`src/rtl/chip8_fetch.sv`:
```
// CHIP-8 opcode fetch: reads two bytes from a 1-cycle registered-read memory and presents a decoded opcode.
// Latency: request accepted at edge k -> op_valid from edge k+3; holds in VALID until op_ready; flush aborts anywhere.
module chip8_fetch #(
  parameter int ADDR_W = 12
) (
  input  logic              clk,
  input  logic              rst,
  input  logic              fetch_req,
  input  logic [ADDR_W-1:0] pc_in,
  output logic              fetch_ready,
  input  logic              flush,
  output logic [ADDR_W-1:0] mem_addr,
  output logic              mem_we,
  output logic [7:0]        mem_wdata,
  input  logic [7:0]        mem_rdata,
  output logic              op_valid,
  input  logic              op_ready,
  output logic [15:0]       opcode,
  output logic [ADDR_W-1:0] op_pc,
  output logic [ADDR_W-1:0] next_pc,
  output logic [3:0]        dec_x,
  output logic [3:0]        dec_y,
  output logic [3:0]        dec_n,
  output logic [7:0]        dec_nn,
  output logic [11:0]       dec_nnn,
  output logic              busy
);

  typedef enum logic [2:0] {
    IDLE   = 3'd0,
    REQ_HI = 3'd1,
    REQ_LO = 3'd2,
    CAP_LO = 3'd3,
    VALID  = 3'd4
  } state_t;

  state_t            state_q, state_d;
  logic [ADDR_W-1:0] pc_q, pc_d;
  logic [7:0]        hi_q, hi_d;
  logic [7:0]        lo_q, lo_d;

  always_ff @(posedge clk) begin
    if (rst) begin
      state_q <= IDLE;
      pc_q    <= '0;
      hi_q    <= 8'h00;
      lo_q    <= 8'h00;
    end else begin
      state_q <= state_d;
      pc_q    <= pc_d;
      hi_q    <= hi_d;
      lo_q    <= lo_d;
    end
  end

  // Each byte is captured one state after its address is presented, matching the memory's read latency.
  always_comb begin
    state_d = state_q;
    pc_d    = pc_q;
    hi_d    = hi_q;
    lo_d    = lo_q;
    if (flush) begin
      state_d = IDLE;
    end else begin
      case (state_q)
        IDLE: begin
          if (fetch_req) begin
            pc_d    = pc_in;
            state_d = REQ_HI;
          end
        end
        REQ_HI: state_d = REQ_LO;
        REQ_LO: begin
          hi_d    = mem_rdata;
          state_d = CAP_LO;
        end
        CAP_LO: begin
          lo_d    = mem_rdata;
          state_d = VALID;
        end
        VALID: begin
          if (op_ready) state_d = IDLE;
        end
        default: state_d = IDLE;
      endcase
    end
  end

  always_comb begin
    if (state_q == REQ_LO || state_q == CAP_LO) mem_addr = pc_q + ADDR_W'(1);
    else                                         mem_addr = pc_q;
  end

  assign mem_we      = 1'b0;
  assign mem_wdata   = 8'h00;
  assign fetch_ready = (state_q == IDLE);
  assign busy        = (state_q != IDLE);
  assign op_valid    = (state_q == VALID);
  assign opcode      = {hi_q, lo_q};
  assign op_pc       = pc_q;
  assign next_pc     = pc_q + ADDR_W'(2);
  assign dec_x       = opcode[11:8];
  assign dec_y       = opcode[7:4];
  assign dec_n       = opcode[3:0];
  assign dec_nn      = opcode[7:0];
  assign dec_nnn     = opcode[11:0];

endmodule

```
`config.mk`:
```
export PLATFORM = sky130hd
export DESIGN_NAME = chip8_fetch
export DESIGN_NICKNAME = d
export VERILOG_FILES = /design/src/rtl/chip8_fetch.sv
export SDC_FILE = /design/constraint.sdc
export NUM_CORES = 1
export LEC_CHECK = 0
export ABC_AREA = 1
export BUFFER_PORTS_ARGS = -buffer_cell sky130_fd_sc_hd__buf_2
export CELL_PAD_IN_SITES_DETAIL_PLACEMENT = 1
export CELL_PAD_IN_SITES_GLOBAL_PLACEMENT = 1
export CORE_MARGIN = 2
export CORE_UTILIZATION = 25
export CTS_CLUSTER_DIAMETER = 100
export DETAILED_ROUTE_END_ITERATION = 7
export PLACE_DENSITY = 0.84
export SLEW_MARGIN = 20
export SYNTH_ARGS = -nofsm -noshare
export SYNTH_HDL_FRONTEND = slang
export SYNTH_SLANG_ARGS = --single-unit
export TNS_END_PERCENT = 100
```
`constraint.sdc`:
```
create_clock -name clk -period 1.7 [get_ports clk]
set_input_delay 0.425 -clock clk [delete_from_list [all_inputs] [get_ports clk]]
set_output_delay 0.425 -clock clk [all_outputs]
set_load 0.005 [all_outputs]
```
==> impl_metrics.toml <==
[detailed_routing]
antenna_left = 0
drt_wl_total_mm = 6.74
remaining_drc_errors = 0
first_pass_iters = 6
wl_per_cell_um = 14.1
num_vias = 2065
routed_via_density = 4.33
drtIter0Drc = 37

[placement]
placed_cells = 466
pre_cts_ws_ns = -0.101
place_area_sq_mm = 0.00240
dp_hpwl_mm = 5.04
place.gp.congestion = 0.832
io_buffer_count = 111

[clocking]
cts_sinks = 31
cts_tree = "built"
htreeDepth = 2
clk_latency_ns = 0.28
clkTransAtPathRegs_ns = 0.07
cts_made_buffers = 5
cts_buffer_depth = 2
root_buffer = "clkbuf_8"

[critical_path]
end_kind = "primary output"
r2r-start = "state_q[1]"
crit_start = "op_pc[1]"
endpoint = "mem_addr[7]"
r2r_setup_slack_ns = 0.23
path_class = "flip-flop to primary output"
crit_required_ns = 1.27
ff2ff_path_depth = 6
r2r-end = "op_pc[1]"
start_kind = "flip-flop"
cp.arrival_ns = 1.51
path_max_fanout = 7

[final_layout]
diodes = 0
final_common_cell = "buf_2"
layout-drive-gt1-share_pct = 51.6
fin_area_sq_mm = 0.00277
layout.cells.non_filler = 477
nets = 404
fillers = 950
final_cell_mix = "buf_2, nor2_1, nand2_1"
seq_area_sq_um = 642
area_growth_pct = 46.7
multi_input_area_sq_mm = 0.00106

[grt]
grt_pass1_vias = 2107
track_usage_pct = 15.8
grt.overflow.total = 0
grt_start_max_net_pins = 14
antenna_found_initial = 0
grt_first_pass_wirelength_mm = 10.5

[floorplanning]
die_area_sq_mm = 0.00827
rows = 31
core_area_sq_mm = 0.00729
fp.dieW_um = 91.0
die_h_um = 91.0
io_pins = 121
initial_core_util_pct = 25.9

[power_and_ir_drop]
power_frac_comb_pct = 18.8
p_sw_share_pct = 26.7
clkPwrFrac_pct = 39.8
seq_power_share_pct = 41.4
ir_worst_vdd_mv = 0.315
totalPowerFinal_mw = 1.90
power_leakage_nw = 1.50
p_sw_mw = 0.507
power.density_mw_per_mm2 = 684
p_int_mw = 1.39

[sta]
finalCritPeriodShare_pct = 114
rsz0062_at_grt = "true"
period_minus_slack_ns = 1.94
fin_ws_ns = -0.237
fin_skew_ns = 0.00945
setup-violations-final = 18
fmax_mhz = 516
hold_viol_final = 0
slew_violations = 0
hold_ws_ns = 0.390

[synthesis]
ys_seq_elements = 31
synth.yosys.seq_area_share_pct = 32.8
synth_cells = 276
synth_cell_types = 29
syn_avg_cell_area_sq_um = 6.85
yosys_warnings = 0
syn-cell-area_sq_mm = 0.00189

[flow_run]
max-cap-violations = 0

[outcome]
violations = "setup timing"
status = "finished, violations left"

[worst_hold_path]
min_path_type = "primary input to flip-flop"
==> cell usage after synthesis <==
cell / n / area share, %
nand2_4: 1 / 0.60
xnor2_1: 2 / 0.93
inv_2: 5 / 0.99
o21ai_0: 21 / 5.6
inv_1: 18 / 3.6
nand4_1: 4 / 1.3
ha_1: 2 / 1.3
nor2_2: 4 / 1.3
nor2_4: 1 / 0.60
a211oi_1: 1 / 0.40
nand3_1: 10 / 2.6
nor3_2: 1 / 0.53
dfxtp_1: 31 / 33
nor3_1: 1 / 0.26
nand3_2: 1 / 0.53
nor2_1: 66 / 13
clkbuf_1: 3 / 0.60
nand4_2: 1 / 0.66
and2_1: 1 / 0.33
buf_2: 1 / 0.26
o21ai_1: 9 / 2.4
xor2_1: 7 / 3.2
a21oi_1: 1 / 0.26
buf_4: 43 / 17
o211ai_1: 1 / 0.40
conb_1: 1 / 0.20
nand2_1: 37 / 7.3
nand3b_1: 1 / 0.40
nand2_2: 1 / 0.33
==> cells by family (layout without fill, tap and decap cells) <==
| group | count (synthesis) | in the layout | synth area share [%] |
|---|---|---|---|
| adder cells (fa/ha/maj) | 2 | 2 | 1.32 |
| AO/OA/AOI/OAI | 33 | 33 | 9.00 |
| XOR/XNOR | 9 | 9 | 4.17 |
| AND/OR/NAND/NOR | 130 | 131 | 30.0 |
| flip-flops | 31 | 31 | 32.8 |
| buffers and inverters | 70 | 163 | 22.5 |
| other | 1 | 9 | 0.198 |
==> state kept, by name, summed over array words and instances, names as in the netlist <==
register / cells
state_q: 3
dec_nn: 8
op_pc: 12
hi_q: 8
==> critical path, cell delays in order, from the launching register on <==
cell	delay, ns
dfxtp_4	0.38
ha_4	0.15
nand3_4	0.10
nor2_4	0.21
nand2_2	0.10
nand3_2	0.09
nand2_1	0.06
buf_2	0.13
==> power by group through the flow <==
stage	sequential (mW)	clock (mW)	combinational (mW)
final	0.785	0.754	0.357
after CTS	0.783	0.763	0.329
after global placement	0.791	0	0.301
after detailed placement	0.793	0	0.312
after global routing	0.790	0.805	0.395
after floorplan	0.802	0	0.152
==> per-stage QoR <==
stage	TNS, ns	util [%]
2_1_floorplan	0	-
3_3_place_gp	-0.0107	33.0
3_5_place_dp	-0.429	33.0
4_1_cts	-2.15	36.6
5_1_grt	-4.34	38.0
6_report	-2.79	38.0
==> layer usage <==
layer  GRT usage [%]  share of wire (%)  vias to the layer above  routed length (um)
met5               0                  0                        -                   0
met4            7.07                3.1                        0                 211
met3            2.66                4.2                       14                 284
met2            29.6                 55                       65                3680
met1            17.1                 38                      968                2560
li1                -                  -                     1018                   -
==> how the worst min path moves through the flow <==
stage | start | endpoint | depth (start not counted)
after CTS | pc_in[10] | op_pc[10] | 3
final | pc_in[10] | op_pc[10] | 3
after floorplan | hi_q[4] | hi_q[4] | 2
after detailed placement | hi_q[7] | hi_q[7] | 2
after global routing | mem_rdata[3] | hi_q[3] | 3
after global placement | hi_q[4] | hi_q[4] | 2
==> area by class of cell <==
cell class	instances	share of cell area, %
Inverter	23	3.29
Tap cell	99	4.47
Clock inverter	2	1.26
Clock buffer	6	2.98
Multi-Input combinational cell	184	38.1
Timing Repair Buffer	132	26.8
Sequential cell	31	23.1
==> what timing repair did <==
action,CTS,global route
setup endpoints to repair,20,23
gates cloned,1,0
pin swaps,11,16
gates resized for setup,41,25
setup buffers,3,0
hold buffers,0,0
hold endpoints to repair,0,0
(Power assumes the default switching activity.)
